--- src/rtl/pp_ram_mq_pkg.sv ---
// Shared definitions for the pp_ram_mq multi-slot frame buffer.
//   slot_count()  : number of slots for a given slot index width
//   commit_res_e  : outcome of a commit attempt in one cycle
package pp_ram_mq_pkg;

  // Slot count S = 2**n_width.
  function automatic int unsigned slot_count(input int unsigned n_width);
    return 32'd1 << n_width;
  endfunction

  typedef enum logic [1:0] {
    CommitNone,
    CommitOk,
    CommitFail,
    CommitDrop
  } commit_res_e;

endpackage

--- src/rtl/pp_ram_mq_ctrl.sv ---
// Slot bookkeeping for pp_ram_mq: write/read slot pointers, per-slot valid bits,
// pending counter and the flush > rd_done > commit > abort arbitration.
// Ports:
//   clk, reset          clock, synchronous active-high reset
//   flush               return to empty (control state only)
//   rd_done             release oldest committed slot
//   commit, wr_abort    commit request; abort cancels a same-cycle commit
//   overwrite_en        when full, commit drops the oldest slot instead of failing
//   wr_sel, rd_sel      current write slot, oldest committed slot
//   pending             committed, unread slot count
//   store               capture flags/len into slot wr_sel this cycle
//   commit_fail, dropped  registered one-cycle pulses
module pp_ram_mq_ctrl
  import pp_ram_mq_pkg::*;
#(
  parameter int unsigned N_WIDTH = 1
) (
  input  logic               clk,
  input  logic               reset,
  input  logic               flush,
  input  logic               rd_done,
  input  logic               commit,
  input  logic               wr_abort,
  input  logic               overwrite_en,
  output logic [N_WIDTH-1:0] wr_sel,
  output logic [N_WIDTH-1:0] rd_sel,
  output logic [N_WIDTH:0]   pending,
  output logic               store,
  output logic               commit_fail,
  output logic               dropped
);

  localparam int unsigned S = slot_count(N_WIDTH);
  localparam logic [N_WIDTH:0] Full = (N_WIDTH+1)'(S - 1);

  typedef logic [N_WIDTH-1:0] slot_idx_t;

  slot_idx_t        wr_sel_q, wr_sel_d;
  slot_idx_t        rd_sel_q, rd_sel_d;
  logic [N_WIDTH:0] pending_q, pending_d;
  logic [S-1:0]     valid_q, valid_d;
  logic             commit_fail_q, dropped_q;
  commit_res_e      res;

  always_comb begin
    wr_sel_d  = wr_sel_q;
    rd_sel_d  = rd_sel_q;
    pending_d = pending_q;
    valid_d   = valid_q;
    res       = CommitNone;
    store     = 1'b0;

    if (rd_done && (pending_q != '0)) begin
      valid_d[rd_sel_q] = 1'b0;
      rd_sel_d          = rd_sel_q + 1'b1;
      pending_d         = pending_q - 1'b1;
    end

    // Fullness is judged after the release above, so release+commit while full succeeds.
    if (commit && !wr_abort) begin
      if (pending_d != Full) begin
        store             = 1'b1;
        valid_d[wr_sel_q] = 1'b1;
        wr_sel_d          = wr_sel_q + 1'b1;
        pending_d         = pending_d + 1'b1;
        res               = CommitOk;
      end else if (overwrite_en) begin
        // The dropped oldest slot becomes the next write slot.
        store             = 1'b1;
        valid_d[wr_sel_q] = 1'b1;
        valid_d[rd_sel_d] = 1'b0;
        wr_sel_d          = wr_sel_q + 1'b1;
        rd_sel_d          = rd_sel_d + 1'b1;
        res               = CommitDrop;
      end else begin
        res = CommitFail;
      end
    end

    if (flush) begin
      wr_sel_d  = '0;
      rd_sel_d  = '0;
      pending_d = '0;
      valid_d   = '0;
      store     = 1'b0;
      res       = CommitNone;
    end
  end

  always_ff @(posedge clk) begin
    if (reset) begin
      wr_sel_q      <= '0;
      rd_sel_q      <= '0;
      pending_q     <= '0;
      valid_q       <= '0;
      commit_fail_q <= 1'b0;
      dropped_q     <= 1'b0;
    end else begin
      wr_sel_q      <= wr_sel_d;
      rd_sel_q      <= rd_sel_d;
      pending_q     <= pending_d;
      valid_q       <= valid_d;
      commit_fail_q <= (res == CommitFail);
      dropped_q     <= (res == CommitDrop);
    end
  end

  assign wr_sel      = wr_sel_q;
  assign rd_sel      = rd_sel_q;
  assign pending     = pending_q;
  assign commit_fail = commit_fail_q;
  assign dropped     = dropped_q;

endmodule

--- src/rtl/pp_ram_mq.sv ---
// pp_ram_mq: multi-slot frame buffer. The writer fills the current write slot and
// commits it with flags and length; the reader consumes committed slots in FIFO order.
// Optional feature macro: PP_RAM_MQ_PARITY_EN (even parity per word, rd_parity_err port).
// Ports:
//   clk, reset                        clock, synchronous active-high reset
//   rd_addr, rd_done, flush           read address, release oldest slot, discard all
//   rd_data, rd_flags, rd_len         registered view of oldest slot (0 when empty)
//   unread, pending                   pending != 0, committed unread slot count
//   wr_data, wr_addr, wr_en           write port into the current write slot
//   wr_abort, commit, wr_flags, wr_len  commit control and captured metadata
//   overwrite_en                      when full, commit drops oldest
//   commit_fail, dropped              one-cycle status pulses
//   rd_parity_err                     (PP_RAM_MQ_PARITY_EN only) parity mismatch on rd_data
module pp_ram_mq
  import pp_ram_mq_pkg::*;
#(
  parameter int unsigned D_WIDTH = 8,
  parameter int unsigned A_WIDTH = 8,
  parameter int unsigned N_WIDTH = 1,
  parameter int unsigned F_WIDTH = 8
) (
  input  logic               clk,
  input  logic               reset,
  output logic [D_WIDTH-1:0] rd_data,
  input  logic [A_WIDTH-1:0] rd_addr,
  input  logic               rd_done,
  input  logic               flush,
  output logic               unread,
  output logic [N_WIDTH:0]   pending,
  output logic [F_WIDTH-1:0] rd_flags,
  output logic [A_WIDTH:0]   rd_len,
  input  logic [D_WIDTH-1:0] wr_data,
  input  logic [A_WIDTH-1:0] wr_addr,
  input  logic               wr_en,
  input  logic               wr_abort,
  input  logic               commit,
  input  logic [F_WIDTH-1:0] wr_flags,
  input  logic [A_WIDTH:0]   wr_len,
  input  logic               overwrite_en,
  output logic               commit_fail,
  output logic               dropped
`ifdef PP_RAM_MQ_PARITY_EN
  ,
  output logic               rd_parity_err
`endif
);

  localparam int unsigned S     = slot_count(N_WIDTH);
  localparam int unsigned Depth = S << A_WIDTH;

  logic [N_WIDTH-1:0] wr_sel, rd_sel;
  logic               store;

  pp_ram_mq_ctrl #(
    .N_WIDTH(N_WIDTH)
  ) u_ctrl (
    .clk         (clk),
    .reset       (reset),
    .flush       (flush),
    .rd_done     (rd_done),
    .commit      (commit),
    .wr_abort    (wr_abort),
    .overwrite_en(overwrite_en),
    .wr_sel      (wr_sel),
    .rd_sel      (rd_sel),
    .pending     (pending),
    .store       (store),
    .commit_fail (commit_fail),
    .dropped     (dropped)
  );

  assign unread = (pending != '0);

  // Word storage is flat: index = {slot, address}.
  logic [D_WIDTH-1:0] mem [Depth];
  logic [F_WIDTH-1:0] flags_mem [S];
  logic [A_WIDTH:0]   len_mem [S];

  logic [N_WIDTH+A_WIDTH-1:0] wr_idx, rd_idx;
  assign wr_idx = {wr_sel, wr_addr};
  assign rd_idx = {rd_sel, rd_addr};

  // RAM has no reset; writes land even during flush.
  always_ff @(posedge clk) begin
    if (wr_en) begin
      mem[wr_idx] <= wr_data;
    end
    if (store) begin
      flags_mem[wr_sel] <= wr_flags;
      len_mem[wr_sel]   <= wr_len;
    end
  end

  logic [D_WIDTH-1:0] rd_data_q;
  logic [F_WIDTH-1:0] rd_flags_q;
  logic [A_WIDTH:0]   rd_len_q;

  // Flush also blanks the read registers so the cycle after a flush reads as empty.
  always_ff @(posedge clk) begin
    if (reset || flush || (pending == '0)) begin
      rd_data_q  <= '0;
      rd_flags_q <= '0;
      rd_len_q   <= '0;
    end else begin
      rd_data_q  <= mem[rd_idx];
      rd_flags_q <= flags_mem[rd_sel];
      rd_len_q   <= len_mem[rd_sel];
    end
  end

  assign rd_data  = rd_data_q;
  assign rd_flags = rd_flags_q;
  assign rd_len   = rd_len_q;

`ifdef PP_RAM_MQ_PARITY_EN
  logic par_mem [Depth];
  logic rd_parity_err_q;

  always_ff @(posedge clk) begin
    if (wr_en) begin
      par_mem[wr_idx] <= ^wr_data;
    end
  end

  always_ff @(posedge clk) begin
    if (reset || flush || (pending == '0)) begin
      rd_parity_err_q <= 1'b0;
    end else begin
      rd_parity_err_q <= (^mem[rd_idx]) ^ par_mem[rd_idx];
    end
  end

  assign rd_parity_err = rd_parity_err_q;
`endif

endmodule

--- config.mk ---
export PLATFORM = sky130hd
export DESIGN_NAME = pp_ram_mq
export DESIGN_NICKNAME = d
export VERILOG_FILES = /design/src/rtl/pp_ram_mq_pkg.sv /design/src/rtl/pp_ram_mq_ctrl.sv /design/src/rtl/pp_ram_mq.sv
export SDC_FILE = /design/constraint.sdc
export NUM_CORES = 2
export LEC_CHECK = 0
export ABC_CLOCK_PERIOD_IN_PS = 6250
export CAP_MARGIN = 20
export CORE_UTILIZATION = 55
export DETAILED_ROUTE_END_ITERATION = 8
export HOLD_SLACK_MARGIN = 0.1
export PLACE_DENSITY = 0.71
export SYNTH_ARGS = -nofsm -noshare
export SYNTH_HDL_FRONTEND = slang
export SYNTH_MEMORY_MAX_BITS = 65536
export SYNTH_SLANG_ARGS = --single-unit
--- constraint.sdc ---
create_clock -name clk -period 6.25 [get_ports clk]
set_clock_uncertainty 0.05 [all_clocks]
set_input_delay 1.5625 -clock clk [delete_from_list [all_inputs] [get_ports clk]]
set_output_delay 1.5625 -clock clk [all_outputs]
set_load 0.05 [all_outputs]
==> impl_metrics.toml <==
[run_status]
outcome = "finished clean"

[placed_design]
post-place-cells = 11400
io_buffers = 78
post-dp-hpwl_mm = 236
place.gp.congestion = 0.889

[critical_path]
cpPeakStageDelay_ns = 0.67
cp.arrival_ns = 5.76
reg2regPathDepth = 9
critPathTopFamily = "compound AO/OA/AOI/OAI gates"
regToRegStartpoint = "u_ctrl.pending[0]"
crit_required_ns = 7.03
path_buf_inv = 2
start_kind = "input port"
critical_path.max_fanout = 54
worst_path_max_delay_cell = "nor4_1"
r2r_slack_ns = 2.31
endpoint_kind = "flop"
worstSetupPathType = "in2reg"
timing.rr.end = "rd_data[1]"
crit_chain = "buf_8 -> buf_12 -> mux4_2 -> mux2i_1 -> mux4_2 -> o211ai_1 -> o211ai_1 -> nor4_1 -> a221o_1"

[clock_network]
hold_buffers = 0
cts-buffers-inserted = 408
cts_sinks = 4161
cts_resized = 0
clk_pin_slew_ns = 0.06
root_buffer = "clkbuf_16"
cts_tree = "yes"
post_cts_buffers = 0
worstSkewPairLatency_ns = 0.95
cts_buffer_depth = 4
htree_num_levels = 5

[synth]
yosys_warnings = 0
syn_nets = 7650
synth_top_area_cell = "edfxtp_1"
synth_area_mm2 = 0.161
ys_types = 54
ys_seq_area_share_pct = 77.4
syn_avg_cell_area_um2 = 21.2
synth_enable_flop_cells = 4130
async_flop_share_pct = 0
synth_top_area_share_pct = 77.0
synth_top_flop_cell = "edfxtp_1"
syn-instance-count = 7600
ys_top_cells_by_area = "edfxtp_1 77%, mux4_2 12%, mux2i_1 3.0%, nor2_1 1.4%, o221ai_1 0.79%"
ys_seq_elements = 4161

[global_routing]
overflow = 0
track_usage_pct = 27.0
grt_max_degree = 221
antenna_found_initial = 13
grt_busiest_layer = "met2"
use_met3_pct = 4.98
grt_first_pass_wirelength_mm = 571
grt_pass1_vias = 80500
met1_usage_pct = 37.7
grt_use_met2_pct = 42.4

[sta]
fin_crit_ns = 4.98
relSlewSlack_pct = 15.8
max_freq_mhz = 201
finalHoldViolations = 0
rsz0062_at_grt = "no"
worst_pin_slew_ns = 1.26
tns_ns = 0
setup_violations = 0
finalCritPeriodShare_pct = 79.6
slew_viol_final = 0

[floorplanning]
die_w_um = 543
dieHeight_um = 543
dieArea_mm2 = 0.295
core_area_mm2 = 0.291
initial_core_util_pct = 55.3
io_pins = 79
num_rows = 198

[drt]
drc = 0
wl_mm = 396
dr.first_iter.drc_count = 11700
antenna_left = 0
wire_per_inst_um = 32.5
vias = 80200
first_pass_iters = 8
viasPerCell = 6.58

[finish]
layout_common_cells = "4130 x edfxtp_1, 892 x mux4_2, 616 x nor2_1, 475 x mux2i_1, 411 x clkbuf_16"
nFillCells = 19300
nets = 8007
final_util_pct = 62.1
areaGrowthSynthToFinish_pct = 12.2
final_common_cell = "edfxtp_1"
seq_area_mm2 = 0.125
drive_gt1_share_pct = 22.9
multi_input_area_mm2 = 0.0339
fin_cells = 12200

[min_path]
whs_path_depth = 2
hp-class = "reg2reg"
holdPathEnd = "rd_len[2]"
worstHoldStart = "len_mem[0][2]"

[power]
vdd.ir_drop.worst_mv = 0.292
power.leakage_nw = 56.8
power_density_mw_per_mm2 = 319

[run]
drv_cap = 0
-- synth_stat cells (28+ instances only) --
| cell | count |
|---|---|
| mux2i_1 | 475 |
| buf_1 | 35 |
| a221oi_1 | 75 |
| buf_2 | 82 |
| o21ai_0 | 99 |
| a22o_1 | 28 |
| buf_4 | 52 |
| o22ai_1 | 86 |
| nand3_1 | 55 |
| nor2_1 | 617 |
| dfxtp_1 | 31 |
| clkbuf_1 | 229 |
| mux2_2 | 31 |
| a22oi_1 | 64 |
| nor3_1 | 40 |
| mux4_2 | 892 |
| o221ai_1 | 145 |
| a21oi_1 | 85 |
| buf_6 | 60 |
| edfxtp_1 | 4130 |
| nand2_1 | 75 |
-- power by group --
group / switching [mW] / internal, mW
clock network: 10.3 / 13.8
registers: 0.00985 / 30.7
logic: 1.79 / 0.945
-- how the worst max path moves through the flow --
stage	from	to	slack (ns)	cells past startpoint
floorplan	rd_addr[1]	rd_data[1]	2.18	9
global placement	rd_addr[1]	rd_data[1]	0.45	9
detailed placement	rd_addr[1]	rd_data[1]	0.50	9
CTS	rd_addr[1]	rd_data[1]	1.44	9
global route	rd_addr[1]	rd_data[1]	1.32	9
finish	rd_addr[1]	rd_data[1]	1.27	9
-- through the flow --
| step | cell area, um^2 | setup slack (ns) | hold WS [ns] | total power [mW] |
|---|---|---|---|---|
| 6_report | 181000 | 1.27 | 0.434 | 57.6 |
| 5_1_grt | 181000 | 1.32 | 0.451 | 58.9 |
| 4_1_cts | 181000 | 1.44 | 0.437 | 57.8 |
| 3_5_place_dp | 168000 | 0.503 | 0.426 | 34.0 |
| 3_3_place_gp | 168000 | 0.446 | 0.410 | 34.0 |
| 2_1_floorplan | 161000 | 2.18 | 0.403 | 32.7 |
-- registers in the layout, indices dropped and copies added, names as in the netlist --
signal              count
len_mem                18
rd_data                 8
u_ctrl.commit_fail      1
rd_len                  9
u_ctrl.dropped          1
u_ctrl.wr_sel           1
u_ctrl.rd_sel           1
rd_flags                8
u_ctrl.pending          2
mem                  4096
flags_mem              16
-- worst reg2reg max path: cells and delay by family (launching register included) --
kind                       cells  cell delay (ns)
buffers and inverters          2             0.27
and+or+nand+nor                4             2.24
DFF                            1             0.37
adders and majority gates      1             0.21
AOI/OAI and AO/OA              2             0.75
-- layout make-up --
cell class	count	share of cell area, %
Timing Repair Buffer	421	2.32
Tap cell	3900	2.70
Sequential cell	4161	69.0
Clock buffer	494	5.89
Antenna cell	7	0.00969
Multi-Input combinational cell	2955	18.7
Inverter	10	0.0235
Clock inverter	246	1.35
-- cells by family after synthesis --
group / Yosys count / synth area share [%]
buf+inv: 484 / 1.71
xor+xnor: 3 / 0.0163
flops: 4161 / 77.4
mux: 1398 / 15.6
simple gates: 902 / 2.37
fa+ha+maj: 1 / 0.00777
compound gates: 651 / 2.88
-- routing by layer --
metal / vias to the layer above / part of all wire [%]
met4: 6 / 4.5
li1: 32500 / -
met2: 4793 / 48
met1: 42000 / 37
met5: - / 0.011
met3: 853 / 10
Note: power is estimated with default switching activity, not from simulation.
